===== src/rtl/sqr_pkg.sv =====
// sqr_pkg: shared widths and state encoding for the iterative squarer.
package sqr_pkg;
    localparam int SQR_IN_W  = 8;
    localparam int SQR_OUT_W = 16;
    localparam int SQR_CNT_W = $clog2(SQR_IN_W);
    typedef enum logic {IDLE, WORK} sqr_state_t;
endpackage


===== src/rtl/sqr_mul.sv =====
// sqr_mul: shift-add squarer, one multiplier bit per cycle with start/busy handshake.
// SQR_MUL_EARLY_EXIT_EN: stop as soon as no multiplier bits remain.
module sqr_mul
    import sqr_pkg::*;
#(
    parameter int IN_W  = SQR_IN_W,
    parameter int OUT_W = SQR_OUT_W
) (
    input  logic             clk_i,
    input  logic             rst_i,
    input  logic             start_i,
    input  logic [IN_W-1:0]  x_bi,
    output logic [OUT_W-1:0] y_bo,
    output logic             busy_o
);
    localparam int CW = $clog2(IN_W);
    sqr_state_t state_q, state_d;
    logic [OUT_W-1:0] a_q, a_d, acc_q, acc_d, y_q, y_d, sum;
    logic [IN_W-1:0]  b_q, b_d;
    logic [CW-1:0]    cnt_q, cnt_d;
    logic             done;
    assign sum = acc_q + (b_q[0] ? a_q : '0);
`ifdef SQR_MUL_EARLY_EXIT_EN
    assign done = (cnt_q == CW'(IN_W - 1)) || ((b_q >> 1) == '0);
`else
    assign done = cnt_q == CW'(IN_W - 1);
`endif
    always_comb begin
        state_d = state_q;
        a_d     = a_q;
        b_d     = b_q;
        acc_d   = acc_q;
        cnt_d   = cnt_q;
        y_d     = y_q;
        if (state_q == IDLE) begin
            if (start_i) begin
                a_d     = OUT_W'(x_bi);
                b_d     = x_bi;
                acc_d   = '0;
                cnt_d   = '0;
                state_d = WORK;
            end
        end else begin
            acc_d = sum;
            a_d   = a_q << 1;
            b_d   = b_q >> 1;
            cnt_d = cnt_q + 1'b1;
            // result comes from this cycle's sum, not the lagging accumulator
            if (done) begin
                y_d     = sum;
                state_d = IDLE;
            end
        end
    end
    always_ff @(posedge clk_i) begin
        if (rst_i) begin
            state_q <= IDLE;
            a_q     <= '0;
            b_q     <= '0;
            acc_q   <= '0;
            cnt_q   <= '0;
            y_q     <= '0;
        end else begin
            state_q <= state_d;
            a_q     <= a_d;
            b_q     <= b_d;
            acc_q   <= acc_d;
            cnt_q   <= cnt_d;
            y_q     <= y_d;
        end
    end
    assign y_bo   = y_q;
    assign busy_o = state_q == WORK;
endmodule


===== config.mk =====
export PLATFORM = sky130hd
export DESIGN_NAME = sqr_mul
export DESIGN_NICKNAME = d
export VERILOG_FILES = /design/src/rtl/sqr_pkg.sv /design/src/rtl/sqr_mul.sv
export SDC_FILE = /design/constraint.sdc
export NUM_CORES = 1
export LEC_CHECK = 0
export BUFFER_PORTS_ARGS = -buffer_cell sky130_fd_sc_hd__buf_2
export CAP_MARGIN = 25
export CORE_ASPECT_RATIO = 1.25
export CORE_UTILIZATION = 60
export CTS_CLUSTER_DIAMETER = 150
export DETAILED_ROUTE_END_ITERATION = 16
export PLACE_DENSITY = 0.8
export SYNTH_ARGS = -nofsm -noshare
export SYNTH_HDL_FRONTEND = slang
export SYNTH_SLANG_ARGS = --single-unit

===== constraint.sdc =====
create_clock -name clk_i -period 3.45 [get_ports clk_i]
set_clock_uncertainty 0.05 [all_clocks]
set_input_delay 0.1725 -clock clk_i [delete_from_list [all_inputs] [get_ports clk_i]]
set_output_delay 0.1725 -clock clk_i [all_outputs]
set_load 0.02 [all_outputs]

==> results.yml <==
cts:
  cts_tree: "built"
  ctsHoldBuffers: 0
  cts.clk_slew.worst_paths_ps: 70
  clkLatencyLatePin_ps: 340
  cts_sinks: 60
  numCtsBuffers: 9
  clock_path_buffers: 2
  cts_root_buf: "clkbuf_8"
  post-cts-setup-buffer-count: 0
  post_cts_resize_count: 0
  htree_levels: 3
critical_path:
  r2r-start: "b_q[0]"
  r2r_cells: 8
  cp_max_fo: 17
  cp.arrival_ps: 2840
  path_class: "flip-flop to flip-flop"
  critPathRequiredTime_ps: 3630
  cp-start-kind: "flip-flop"
  end_kind: "flip-flop"
  startpoint: "b_q[0]"
drt:
  drt_pass1_iterations: 4
  vias_per_cell: 5.805
  wirelength_um: 6868
  antenna_left: 0
  drcViolationCount: 0
  drt_iter0_drc: 165
  wl_per_cell_um: 14.55
  via_count: 2740
die:
  chipHeight_um: 83.42
  core_area_mm2: 0.005080
  die-area_mm2: 0.005600
  placementRows: 29
  io-pin-count: 28
  die_w_um: 67.14
  initial_utilization_pct: 62.64
logic_synthesis:
  synth-edff-count: 0
  syn_area_per_cell_um2: 8.201
  synth_top_area_share_pct: 37.75
  synth_area_mm2: 0.003182
  syn_inst: 388
  synth_ff_type: "dfxtp_1"
  synth.distinct_cells: 49
  ys_ff_latch: 60
  synth_area_leader_cell: "dfxtp_1"
  synth_area_leaders: "dfxtp_1 (38%), a21oi_1 (8.3%), nor2_1 (6.7%)"
  syn_nets: 417
  async_flop_share_pct: 0
  yosysSeqAreaShare_pct: 37.75
  ys_warn_count: 0
layout:
  drive_gt1_share_pct: 12.93
  area_delta_synth_final_pct: 9.516
  antennaDiodeCount: 0
  final_nets: 434
  nFillCells: 446
grt:
  antenna_found_initial: 0
  grt_max_degree: 55
  gr-total-overflow: 0
  grt_pass1_wl_um: 11440
  grt_pass1_vias: 2474
  grtUsageTotal_pct: 26.78
sta:
  tns_ps: 0
  rsz0062_at_grt: "no"
  min_period_ps: 2659
  timing.final.crit_share_pct: 77.07
  hold_violations: 0
  tightest_slew_ps: 916.0
  whs_ps: 86.37
  slew_violations: 0
  setup_viol: 0
  slew_headroom_pct: 38.79
  max_freq_ghz: 0.3761
status:
  status: "finished, final reports clean"
job:
  cap_viol_max_count: 0
power_and_ir_drop:
  fin_total_pwr_mw: 1.351
  p_per_area_mw_per_mm2: 387.7
  irDropWorstVdd_mv: 0.3618
  total_leakage_power_nw: 1.531
hold_path:
  whs_path_depth: 3
  min_path_type: "primary input to flip-flop"
  min_from: "x_bi[0]"
place:
  dp_hpwl_um: 4832
  io_buffers: 27
  place_congestion: 0.8938
## state kept, by name, indices dropped and copies added, names as in the netlist
signal	flops
a_q	16
acc_q	16
y_bo	16
b_q	8
cnt_q	3
busy_o	1
## through the flow
stage                     instance area (um^2)  setup WS [ps]  util [%]  std cells
after global placement                    3316          923.3     65.27        456
after floorplan                           3182           1080         -        388
after detailed placement                  3316          809.4     65.27        456
after global routing                      3485          638.8     68.60        472
final                                     3485          791.1     68.60        472
after CTS                                 3485          787.6     68.60        472
## synthesized netlist by cell type, types with 2 or more instances
cell	number
o21bai_1	3
nor4_1	2
and2_1	15
ha_1	17
nor4b_1	3
nor3_1	10
inv_1	7
dfxtp_1	60
mux2i_1	18
buf_2	3
xor2_1	7
and3_1	15
a311o_1	2
o31ai_1	2
or3_1	2
o21a_1	2
clkbuf_1	19
a21oi_1	53
o31ai_2	2
a211oi_1	2
a211oi_2	2
o21ai_0	10
a21o_1	2
nor2_1	57
o221ai_1	2
a31oi_1	2
xnor2_1	8
nand3_1	8
nand2_1	33
## cell families after synthesis
family	after synthesis	share of synthesized area, %
AOI/OAI and AO/OA	94	18.17
xor gates and xnor gates	15	4.129
adders and majority gates	18	7.314
buffers and inverters	31	4.011
DFF	60	37.75
muxes	18	5.663
and+or+nand+nor	152	22.97
## power breakdown
part	internal (mW)	total, mW	leakage, nW	switching (mW)
sequential	0.707	0.722	0.486	0.0151
clock	0.275	0.541	0.0889	0.266
combinational	0.0311	0.0882	0.956	0.0571
## placed cells by master (no fill, tap or decap), drive strengths merged, types with 2 or more instances in the layout
| cell | netlist | routed |
|---|---|---|
| and3 | 15 | 15 |
| nand2 | 33 | 33 |
| and2 | 16 | 16 |
| xor2 | 7 | 7 |
| o21a | 2 | 2 |
| o21bai | 3 | 3 |
| nor4 | 2 | 2 |
| nor3 | 10 | 10 |
| clkinv | 0 | 4 |
| a21oi | 54 | 54 |
| nand3 | 8 | 8 |
| or3 | 2 | 2 |
| clkbuf | 19 | 11 |
| buf | 5 | 30 |
| nor4b | 4 | 4 |
| nand4 | 2 | 2 |
| inv | 7 | 7 |
| a31oi | 2 | 2 |
| mux2i | 18 | 18 |
| a311o | 2 | 2 |
| o221ai | 2 | 2 |
| a211oi | 4 | 4 |
| xnor2 | 8 | 8 |
| a21o | 2 | 2 |
| o21ai | 11 | 11 |
| nor2 | 57 | 57 |
| o31ai | 4 | 4 |
| dfxtp | 60 | 60 |
| ha | 17 | 17 |
## layer usage
layer	global-route usage, %	wire [um]	up-vias
met5	0	0	-
met4	11.41	125	0
met3	7.555	287	13
met2	40.09	3193	65
met1	35.25	3261	1266
li1	-	-	1396
## final timing paths
kind | slack (ps) | end
worst max-delay path | 790 | y_bo[9]
worst min-delay path | 90 | a_q[0]
worst max register to register | 790 | y_bo[9]
worst min register to register | 400 | y_bo[4]
## cell type report
class | count | area, um^2 | share of cell area (%)
Tap cell | 62 | 77.57 | 2.226
Inverter | 7 | 26.28 | 0.7540
Sequential cell | 60 | 1201 | 34.47
Clock buffer | 11 | 141.4 | 4.057
Multi-Input combinational cell | 297 | 1853 | 53.18
Timing Repair Buffer | 30 | 157.7 | 4.524
Clock inverter | 5 | 27.53 | 0.7899
## critical path, cell delays in order (launching register included)
cell	delay, ps
dfxtp_1	580
and2_1	210
ha_1	290
a21oi_1	180
o21bai_1	80
a41oi_1	440
o31ai_1	190
nor4b_1	180
a311o_1	350
Power figures use the tool's default switching activity.
